--- src/rtl/ram_arb_pkg.sv ---
// rtl/ram_arb_pkg.sv - shared types and lane helpers for the N-port RAM arbiter
package ram_arb_pkg;

   typedef enum logic {
      ARB_FIXED = 1'b0,
      ARB_RR    = 1'b1
   } arb_mode_e;

   // Field widths cover up to 8 ports and 256 lanes per RAM word.
   localparam int IDX_W  = 3;
   localparam int LANE_W = 8;

   function automatic int lane_lo(input int in_width);
      return $clog2(in_width / 8);
   endfunction

   function automatic int lane_hi(input int out_width);
      return $clog2(out_width / 8) - 1;
   endfunction

   typedef struct packed {
      logic              valid;
      logic [IDX_W-1:0]  idx;
      logic [LANE_W-1:0] lane;
   } rsp_entry_t;

endpackage

--- src/rtl/rr_arbiter.sv ---
// rtl/rr_arbiter.sv - fixed-priority or round-robin one-hot arbiter
// The round-robin pointer moves to the port after the winner and holds when idle.
module rr_arbiter
   import ram_arb_pkg::*;
#(
   parameter int        NUM_PORTS = 3,
   parameter arb_mode_e ARB_MODE  = ARB_RR,
   localparam int       PW        = $clog2(NUM_PORTS)
) (
   input  logic                 clk,
   input  logic                 rst,
   input  logic [NUM_PORTS-1:0] req_i,
   output logic [NUM_PORTS-1:0] gnt_o,
   output logic [PW-1:0]        gnt_idx_o,
   output logic                 gnt_valid_o
);

   logic [PW-1:0] ptr_q;
   logic [PW-1:0] ptr_d;
   logic [PW:0]   cand;
   logic          found;

   // Search ports in priority order; the first requester found wins.
   always_comb begin
      gnt_o     = '0;
      gnt_idx_o = '0;
      found     = 1'b0;
      cand      = '0;
      for (int i = 0; i < NUM_PORTS; i++) begin
         if (ARB_MODE == ARB_RR) begin
            cand = {1'b0, ptr_q} + (PW+1)'(i);
            if (cand >= (PW+1)'(NUM_PORTS)) begin
               cand = cand - (PW+1)'(NUM_PORTS);
            end
         end else begin
            cand = (PW+1)'(i);
         end
         for (int j = 0; j < NUM_PORTS; j++) begin
            if (!found && req_i[j] && cand == (PW+1)'(j)) begin
               found     = 1'b1;
               gnt_o[j]  = 1'b1;
               gnt_idx_o = PW'(j);
            end
         end
      end
   end

   assign gnt_valid_o = found;

   always_comb begin
      ptr_d = ptr_q;
      if (found) begin
         ptr_d = (gnt_idx_o == PW'(NUM_PORTS - 1)) ? '0 : gnt_idx_o + 1'b1;
      end
   end

   always_ff @(posedge clk) begin
      if (rst) begin
         ptr_q <= '0;
      end else begin
         ptr_q <= ptr_d;
      end
   end

endmodule

--- src/rtl/ram_arbiter_n.sv ---
// rtl/ram_arbiter_n.sv - N-port arbiter onto one wide single-port RAM
// Narrow ports are lane-shifted onto the RAM word; responses return after RAM_LATENCY cycles.
module ram_arbiter_n
   import ram_arb_pkg::*;
#(
   parameter int        NUM_PORTS   = 3,
   parameter int        ADDR_WIDTH  = 32,
   parameter int        OUT_WIDTH   = 128,
   parameter int        IN_WIDTH    = 32,
   parameter arb_mode_e ARB_MODE    = ARB_RR,
   parameter int        RAM_LATENCY = 1
) (
   input  logic                            clk,
   input  logic                            rst,
   input  logic [NUM_PORTS-1:0]            port_req_i,
   output logic [NUM_PORTS-1:0]            port_gnt_o,
   output logic [NUM_PORTS-1:0]            port_rvalid_o,
   input  logic [NUM_PORTS*ADDR_WIDTH-1:0] port_addr_i,
   input  logic [NUM_PORTS-1:0]            port_we_i,
   input  logic [NUM_PORTS*IN_WIDTH/8-1:0] port_be_i,
   input  logic [NUM_PORTS*IN_WIDTH-1:0]   port_wdata_i,
   output logic [NUM_PORTS*IN_WIDTH-1:0]   port_rdata_o,
   output logic                            ram_en_o,
   output logic [ADDR_WIDTH-1:0]           ram_addr_o,
   output logic                            ram_we_o,
   output logic [OUT_WIDTH/8-1:0]          ram_be_o,
   output logic [OUT_WIDTH-1:0]            ram_wdata_o,
   input  logic [OUT_WIDTH-1:0]            ram_rdata_i
);

   localparam int BE_IN = IN_WIDTH / 8;
   localparam int RATIO = OUT_WIDTH / IN_WIDTH;
   localparam int LLO   = lane_lo(IN_WIDTH);
   localparam int LHI   = lane_hi(OUT_WIDTH);
   localparam int PW    = $clog2(NUM_PORTS);
   localparam int LW    = (RATIO > 1) ? (LHI - LLO + 1) : 1;

   logic [PW-1:0]         gnt_idx;
   logic                  gnt_valid;
   logic [ADDR_WIDTH-1:0] sel_addr;
   logic                  sel_we;
   logic [BE_IN-1:0]      sel_be;
   logic [IN_WIDTH-1:0]   sel_wdata;
   logic [LW-1:0]         req_lane;
   rsp_entry_t            entry_d;
   rsp_entry_t            pipe_q [RAM_LATENCY];
   rsp_entry_t            rsp;
   logic [IN_WIDTH-1:0]   rsp_slice;

   rr_arbiter #(
      .NUM_PORTS (NUM_PORTS),
      .ARB_MODE  (ARB_MODE)
   ) u_arb (
      .clk         (clk),
      .rst         (rst),
      .req_i       (port_req_i),
      .gnt_o       (port_gnt_o),
      .gnt_idx_o   (gnt_idx),
      .gnt_valid_o (gnt_valid)
   );

   // gnt_idx is zero when idle, so an idle RAM sees port 0's fields.
   always_comb begin
      sel_addr  = port_addr_i[ADDR_WIDTH-1:0];
      sel_we    = port_we_i[0];
      sel_be    = port_be_i[BE_IN-1:0];
      sel_wdata = port_wdata_i[IN_WIDTH-1:0];
      for (int p = 0; p < NUM_PORTS; p++) begin
         if (gnt_idx == PW'(p)) begin
            sel_addr  = port_addr_i[p*ADDR_WIDTH +: ADDR_WIDTH];
            sel_we    = port_we_i[p];
            sel_be    = port_be_i[p*BE_IN +: BE_IN];
            sel_wdata = port_wdata_i[p*IN_WIDTH +: IN_WIDTH];
         end
      end
   end

   generate
      if (RATIO > 1) begin : g_lane
         assign req_lane = sel_addr[LHI:LLO];
      end else begin : g_no_lane
         assign req_lane = 1'b0;
      end
   endgenerate

   always_comb begin
      ram_be_o = '0;
      for (int l = 0; l < RATIO; l++) begin
         if (gnt_valid && req_lane == LW'(l)) begin
            ram_be_o[l*BE_IN +: BE_IN] = sel_be;
         end
      end
   end

   assign ram_en_o    = |port_req_i;
   assign ram_addr_o  = sel_addr;
   assign ram_we_o    = sel_we;
   assign ram_wdata_o = {RATIO{sel_wdata}};

   assign entry_d.valid = gnt_valid;
   assign entry_d.idx   = IDX_W'(gnt_idx);
   assign entry_d.lane  = LANE_W'(req_lane);

   always_ff @(posedge clk) begin
      if (rst) begin
         for (int s = 0; s < RAM_LATENCY; s++) begin
            pipe_q[s] <= '0;
         end
      end else begin
         pipe_q[0] <= entry_d;
         for (int s = 1; s < RAM_LATENCY; s++) begin
            pipe_q[s] <= pipe_q[s-1];
         end
      end
   end

   assign rsp = pipe_q[RAM_LATENCY-1];

   always_comb begin
      port_rvalid_o = '0;
      rsp_slice     = ram_rdata_i[IN_WIDTH-1:0];
      for (int p = 0; p < NUM_PORTS; p++) begin
         if (rsp.valid && rsp.idx == IDX_W'(p)) begin
            port_rvalid_o[p] = 1'b1;
         end
      end
      for (int l = 0; l < RATIO; l++) begin
         if (rsp.lane == LANE_W'(l)) begin
            rsp_slice = ram_rdata_i[l*IN_WIDTH +: IN_WIDTH];
         end
      end
   end

   assign port_rdata_o = {NUM_PORTS{rsp_slice}};

endmodule

--- config.mk ---
export PLATFORM = sky130hd
export DESIGN_NAME = ram_arbiter_n
export DESIGN_NICKNAME = d
export VERILOG_FILES = /design/src/rtl/ram_arb_pkg.sv /design/src/rtl/rr_arbiter.sv /design/src/rtl/ram_arbiter_n.sv
export SDC_FILE = /design/constraint.sdc
export NUM_CORES = 1
export LEC_CHECK = 0
export CORE_AREA = 2 2 243 245
export DETAILED_ROUTE_END_ITERATION = 10
export DIE_AREA = 0 0 245 247
export GPL_TIMING_DRIVEN = 0
export HOLD_SLACK_MARGIN = 0.06
export PLACE_DENSITY = 0.43
export SETUP_SLACK_MARGIN = 0.05
export SYNTH_ARGS = -nofsm -noshare
export SYNTH_HDL_FRONTEND = slang
export SYNTH_SLANG_ARGS = --single-unit
--- constraint.sdc ---
create_clock -name clk -period 4.8 [get_ports clk]
set_input_delay 1.44 -clock clk [delete_from_list [all_inputs] [get_ports clk]]
set_output_delay 1.44 -clock clk [all_outputs]
set_load 0.01 [all_outputs]
# ---- After elaboration in Yosys (flattened, before gate mapping)
# Memory sizes are Yosys's and may differ from the RTL's.
# Cells that the tools add are included.
dict set report classes {
  addsub 6
  eq_ne 16
  reduce_logical 39
  magnitude_cmp 3
  mux 52
}
# cell n
set ops {}
lappend ops {{$mux 32} 7}
lappend ops {{$mux 1} 27}
lappend ops {{$logic_and 1x1->1} 24}
lappend ops {{$mux 4} 6}
lappend ops {{$eq 8x2->1 const B} 2}
lappend ops {{$mux 2} 8}
lappend ops {{$eq 3x1->1 const B} 4}
lappend ops {{$eq 3x2->1 const B} 4}
lappend ops {{$logic_not 3->1} 4}
lappend ops {{$mux 3} 3}
lappend ops {{$eq 8x1->1 const B} 1}
lappend ops {{$logic_not 1->1} 8}
lappend ops {{$eq 2x2->1 const B} 3}
lappend ops {{$ge 3x2->1 const B} 2}
lappend ops {{$sub 3x2->3 const B} 2}
lappend ops {{$mux 5} 1}
lappend ops {{$reduce_or 5->1} 1}
lappend ops {{$eq 2x1->1 const B} 2}
lappend ops {{$add 2x1->3 const B} 1}
lappend ops {{$add 2x2->3 const B} 1}
lappend ops {{$reduce_or 3->1} 1}
lappend ops {{$sub 2x2->3 const B} 1}
lappend ops {{$add 2x1->2 const B} 1}
lappend ops {{$ge 2x2->1 const B} 1}
lappend ops {{$logic_not 2->1} 1}
dict set report totals {
  word_cells 118
  mem_bits_rw 5
  ff_bits 2
  inputBits 340
  mem_count 1
  output_inout_bits 280
}
# memory words word_bits rd rd_ports_with_merged_regs write_ports line
set mem_list {}
lappend mem_list {pipe_q 1 5 1 0 1 ram_arbiter_n.sv:46} ;# rsp_entry_t pipe_q [RAM_LATENCY];

# ---- Longest topological paths before layout
dict set report depth {
  word_depth 43
  depth_mapped 11
  ltp_nobuf 9
}

# ---- Modules after synthesis
# From an unflattened synthesis, not the netlist that was laid out.
dict set report unflattened {
  cells_unflattened 572
  hier_area_um2 4734.5
}
# module cells_per_inst seq_area_each_um2 n_inst area_each_um2
set by_module_without_submodules {}
lappend by_module_without_submodules {ram_arbiter_n 544 100.1 1 4525.6}
lappend by_module_without_submodules {rr_arbiter 28 40.0 1 209.0}

# ---- Least setup slack after synthesis
# No wires, ideal clock.
dict set report synth_timing {
  path_type {input-to-output}
  from {input port port_req_i[2]}
  to {output port ram_be_o[0]}
  arrival_time_ns 2.989
  stages 6
  path_buffers 0
  required_ns 3.360
  path_slack_ns 0.371
  cell_sequence {and2_1 > or4b_4 > a32o_1 > o21ai_4 > inv_4 > nor3_1}
}
dict set report synth_between {
  elab_chain_cells 33
  elab_cells_between_ends 43
  classes_between {eq/ne (2); mux (19); reduce/logical (22)}
}
# item line
set synth_rtl {}
lappend synth_rtl {{from (decl)} ram_arbiter_n.sv:15} ;# input logic [NUM_PORTS-1:0] port_req_i,
lappend synth_rtl {{$logic_and 1x1->1 (2 in series)} rr_arbiter.sv:39} ;# if (!found && req_i[j] && cand == (PW+1)'(j)) begin
lappend synth_rtl {{$mux 1} rr_arbiter.sv:39}
lappend synth_rtl {{$logic_not 1->1} rr_arbiter.sv:39}
lappend synth_rtl {{$logic_and 1x1->1 (2 in series)} rr_arbiter.sv:39}
lappend synth_rtl {{$mux 1} rr_arbiter.sv:39}
lappend synth_rtl {{$logic_not 1->1} rr_arbiter.sv:39}
lappend synth_rtl {{$logic_and 1x1->1 (2 in series)} rr_arbiter.sv:39}
lappend synth_rtl {{$mux 1} rr_arbiter.sv:39}
lappend synth_rtl {{(+15 left out)} -}
lappend synth_rtl {{$mux 2 (*)} rr_arbiter.sv:39}
lappend synth_rtl {{$eq 2x1->1} ram_arbiter_n.sv:69} ;# if (gnt_idx == PW'(p)) begin
lappend synth_rtl {{$mux 32} ram_arbiter_n.sv:69}
lappend synth_rtl {{$mux 32 (*)} ram_arbiter_n.sv:69}
lappend synth_rtl {{via ram_addr_o[3]} ram_arbiter_n.sv:24} ;# output logic [ADDR_WIDTH-1:0] ram_addr_o,
lappend synth_rtl {{$logic_not 2->1 (*)} ram_arbiter_n.sv:89} ;# if (gnt_valid && req_lane == LW'(l)) begin
lappend synth_rtl {{$logic_and 1x1->1 (*)} ram_arbiter_n.sv:89}
lappend synth_rtl {{$mux 4 (*)} ram_arbiter_n.sv:89}
lappend synth_rtl {{to (decl)} ram_arbiter_n.sv:26} ;# output logic [OUT_WIDTH/8-1:0] ram_be_o,
# The timed path passes the listed nets; every way through them passes the cells marked *.

# ---- Final worst setup path
dict set report layout_timing {
  from {input port port_req_i[2]}
  to {output port ram_be_o[1]}
}
dict set report layout_between {
  elab_chain_cells 33
  elab_cells_between_ends 43
  classes_between {eq/ne (2); mux (19); reduce/logical (22)}
}
# item line
set layout_rtl {}
lappend layout_rtl {{$logic_and 1x1->1 (2 in series)} rr_arbiter.sv:39}
lappend layout_rtl {{$mux 1} rr_arbiter.sv:39}
lappend layout_rtl {{$logic_not 1->1} rr_arbiter.sv:39}
lappend layout_rtl {{$logic_and 1x1->1 (2 in series)} rr_arbiter.sv:39}
lappend layout_rtl {{$mux 1} rr_arbiter.sv:39}
lappend layout_rtl {{$logic_not 1->1} rr_arbiter.sv:39}
lappend layout_rtl {{$logic_and 1x1->1 (2 in series)} rr_arbiter.sv:39}
lappend layout_rtl {{$mux 1} rr_arbiter.sv:39}
lappend layout_rtl {{(+12 left out)} -}
lappend layout_rtl {{$logic_not 1->1} rr_arbiter.sv:39}
lappend layout_rtl {{$logic_and 1x1->1 (2 in series)} rr_arbiter.sv:39}
lappend layout_rtl {{$mux 2} rr_arbiter.sv:39}
lappend layout_rtl {{$eq 2x1->1} ram_arbiter_n.sv:69}
lappend layout_rtl {{$mux 32 (2 in series)} ram_arbiter_n.sv:69}
lappend layout_rtl {{$logic_not 2->1} ram_arbiter_n.sv:89}
lappend layout_rtl {{$logic_and 1x1->1} ram_arbiter_n.sv:89}
lappend layout_rtl {{$mux 4 (*)} ram_arbiter_n.sv:89}
# Mark *: on every way between the ends. The rest lies on a longest branch, timed or not.

==> impl.org <==
** Route
- For this run, design rule violations remaining after detail routing come to 0.
- Via count :: about 6300
- In this run, the number of DRC markers left after iteration 0 of detailed routing was 141.
- Total iterations of the first detailed-routing run :: 4
- WL/cell :: ~20 um
- The count of nets left with antenna violations once routing finished came out at 0.
- Via count normalized by instance count :: about 3.2
- Post-detailed-routing wire length :: 39200 um

** Synthesis
- Cell count after synthesis :: 494
- For this run, the number of Yosys warnings is 0.
- In this run, synthesis produced a sequential element count of 7.
- When the netlist entered floorplanning its net count stood at about 840.
- The synthesized netlist occupies a cell area of 3635 um2.
- Of the synthesized area, sequential elements account for about 3.9%.
- Counting distinct cell types in the post-synthesis netlist gives 36.
- Average cell area after synthesis :: 7.358 um2

** Floorplanning
- In this run the core area contains 89 standard-cell rows.
- After floorplanning, the core was sized to cover 58240 um2.
- Once the floorplan was initialized, standard cells occupied 6.241% of the core.
- Die width :: 245 um
- DIE AREA :: 60520 um2
- The die is 247 um tall.
- Number of primary I/O pins :: 620

** Global routing
- Wire length of the first global-routing pass :: 50760 um
- GRT Resource Usage Total :: 12.04%
- Global routing finished with a remaining overflow of 0.
- Entering global routing, the biggest net connects 11 pins.
- The number of antenna violations at the first check in global routing was 9.
- The via count of the first global-routing pass is 6522.

** Placement
- The placed instances occupy a cell area of 10800 um2.
- I/O Buffers :: 619
- Routability-driven placement finished with a final weighted congestion of about 0.85.
- Total half-perimeter wirelength after legalization and detailed placement :: 33800 um

** Clocking
- Htree depth :: 1
- Root buffer cell :: clkbuf_16
- TritonCTS built the clock tree.
- For this design, the CTS-stage hold fixing added 0 buffers.
- Clock-pin slew was measured on the worst setup and hold paths at approximately 0.04 ns.
- Sink count of the clock tree :: 7
- Clock latency reported for the late side of the worst-skew pair :: around 0.23 ns
- The number of clock buffers added by TritonCTS is 3.
- Maximum buffer depth of the clock tree :: 2

** Finish
- The post-route netlist has approximately 41% of its cells at a drive strength greater than 1.
- With fillers left out, the area of the finished cells amounts to 11950 um2.
- The area growth from synthesis to layout is 228.8%.
- In the layout the commonest cells are clkdlybuf4s50_1, buf_4, nand2_1, dlygate4sd2_1, buf_2.
- Total Nets Final :: 1510
- Summing all flip-flop and latch instances after layout gives 140.1 um2.
- Leading cell type in the layout, fill and taps excluded :: clkdlybuf4s50_1
- Multi-input gate area in the final layout :: between 2000 and 3000 um2
- Post-layout util :: 20.52%
- The layout has 6510 filler cells.

** Critical path
- Arrival @ worst endpoint :: 3.30 ns
- In this design, the stage delay of the slowest critical-path cell is 0.50 ns.
- The worst setup path is launched from a primary input.
- Worst-path cell chain :: buf_6 -> and2_4 -> or4b_4 -> a32o_2 -> o21ai_4 -> buf_12 -> inv_4 -> nor3_4 -> clkdlybuf4s15_2
- Category of the most critical setup path :: primary input to output pin
- In this run the worst path has a maximum fanout of 9.
- At the worst endpoint, the required time is 3.36 ns.
- Highest-delay cell along the critical path :: or4b_4
- Worst Setup End Kind :: output pin

** STA
- For this run, the top clock speed supported by timing is between 200 and 250 MHz.
- The clock arrives with between 0.002 and 0.003 ns of skew.
- The total count of hold-check failures in the final report was 0.
- Count of final setup violators :: 0
- RSZ-0062 raised after global routing :: yes
- Tightest slew margin relative to the limit :: 38.89%
- Of the available clock period, the critical path in the final layout requires between 90% and 100%.
- Total count of max-transition violations in the final report :: 0
- In the final timing run, aggregate negative setup slack is 0 ns.
- The smallest clock period supported by the final layout is computed as roughly 4.7 ns.
- Slew at the pin closest to its max-slew limit :: 0.9089 ns

** Min path
- The worst hold path belongs to the class flop to flop.

** Power
- The worst-case IR drop observed on VDD is 0.1027 mV.
- Power Dens Cells :: around 240 nW/um2
- In this run the static leakage power is 5.040 nW.

** Outcome
- The flow ran to the end, and the final reports show no timing, DRC or antenna violations.

** Job
- Max Cap Violations :: 0
Yosys cell counts (all sizes together):
| cell type | instances | area [um2] |
|---|---|---|
| o21ba | 1 | 10.01 |
| buf | 183 | 1306 |
| nor2 | 6 | 25.03 |
| o311ai | 1 | 8.760 |
| and3 | 1 | 6.260 |
| nor2b | 3 | 18.77 |
| and3b | 2 | 17.52 |
| a21boi | 4 | 30.03 |
| a21bo | 1 | 10.01 |
| a2bb2oi | 1 | 15.01 |
| a21oi | 7 | 35.03 |
| o31ai | 3 | 27.52 |
| mux4 | 32 | 720.7 |
| o2111ai | 2 | 17.52 |
| nand2b | 2 | 12.51 |
| ha | 2 | 25.02 |
| nor3b | 1 | 7.510 |
| nor3 | 16 | 80.08 |
| clkbuf | 7 | 26.28 |
| o21ai | 3 | 26.28 |
| a22oi | 63 | 473.0 |
| dfxtp | 7 | 140.1 |
| or3 | 1 | 6.260 |
| and2 | 2 | 12.51 |
| or4b | 1 | 13.76 |
| inv | 7 | 28.78 |
| nand2 | 130 | 488.0 |
| a32o | 4 | 40.04 |
| a31oi | 1 | 6.260 |
kinds of logic (layout without fill, tap and decap cells):
kind of cell	count (synthesis)	in the layout	synth area share, %
mux	32	32	19.83
other cells	0	1	0
flops	7	7	3.855
simple gates	165	165	18.93
buf+inv	197	870	37.45
fa+ha+maj	2	2	0.6884
compound gates	91	91	19.24
stage by stage:
| stage | worst slack, ns | hold WS, ns | cells | power, mW |
|---|---|---|---|---|
| after global routing | 0.01053 | 0.5332 | 1940 | 3.016 |
| after detailed placement | -2.288 | 0.4833 | 1886 | 2.475 |
| after floorplan | 0.3707 | 0.4476 | 494 | 1.049 |
| after global placement | -2.163 | 0.4691 | 1886 | 2.476 |
| after CTS | 0.005961 | 0.4869 | 1937 | 2.879 |
| final | 0.06265 | 0.4846 | 1941 | 2.829 |
area by class of cell:
type                       instances  share of cell area, %
tap                              773                  8.093
multi-input combinational        290                  22.74
clock buffer                       3                 0.6282
inverter                           7                 0.2408
antenna                            1                0.02094
clock inverter                     1                0.04188
timing repair buffer             669                  53.54
buffer                           190                  13.52
sequential                         7                  1.173
layer usage:
| metal | vias up | wire length (um) | GRT usage, % |
|---|---|---|---|
| met5 | - | 0 | 0 |
| met3 | 44 | 2300 | 1.888 |
| met4 | 0 | 903 | 2.313 |
| met1 | 2890 | 14860 | 13.26 |
| li1 | 2939 | - | - |
| met2 | 417 | 21140 | 24.05 |
where the power goes:
group	switching, mW	total [mW]	internal, mW	leakage (nW)
Clock	0.0314	0.141	0.109	0.0409
Sequential	0.00563	0.0705	0.0649	0.0579
Combinational	1.13	2.62	1.49	4.94
Total	1.16	2.83	1.66	5.04
what timing repair did:
item,4_1_cts,5_1_grt
endpoints found under the setup margin,179,129
hold endpoints to repair,0,0
cloned,6,0
pin swaps,26,7
buffers inserted,41,3
gates resized for setup,621,94
worst paths after layout:
path	from	to	slack (ns)	depth (start not counted)
max	port_req_i[2]	ram_be_o[1]	0.06	9
min reg2reg	u_arb.ptr_q[0]	u_arb.ptr_q[0]	0.48	2
min	u_arb.ptr_q[0]	u_arb.ptr_q[0]	0.48	2
max reg2reg	u_arb.ptr_q[0]	pipe_q[0][0]	2.37	9
worst max-delay path: cells and delay by family:
| kind | cells | cell delay (ns) |
|---|---|---|
| and+or+nand+nor | 3 | 0.84 |
| buffers and inverters | 4 | 0.57 |
| AOI/OAI and AO/OA | 2 | 0.44 |
registers in the layout (all words and copies together), names as in the netlist:
name,count
pipe_q,5
u_arb.ptr_q,2
Power figures use the tool's default switching activity.
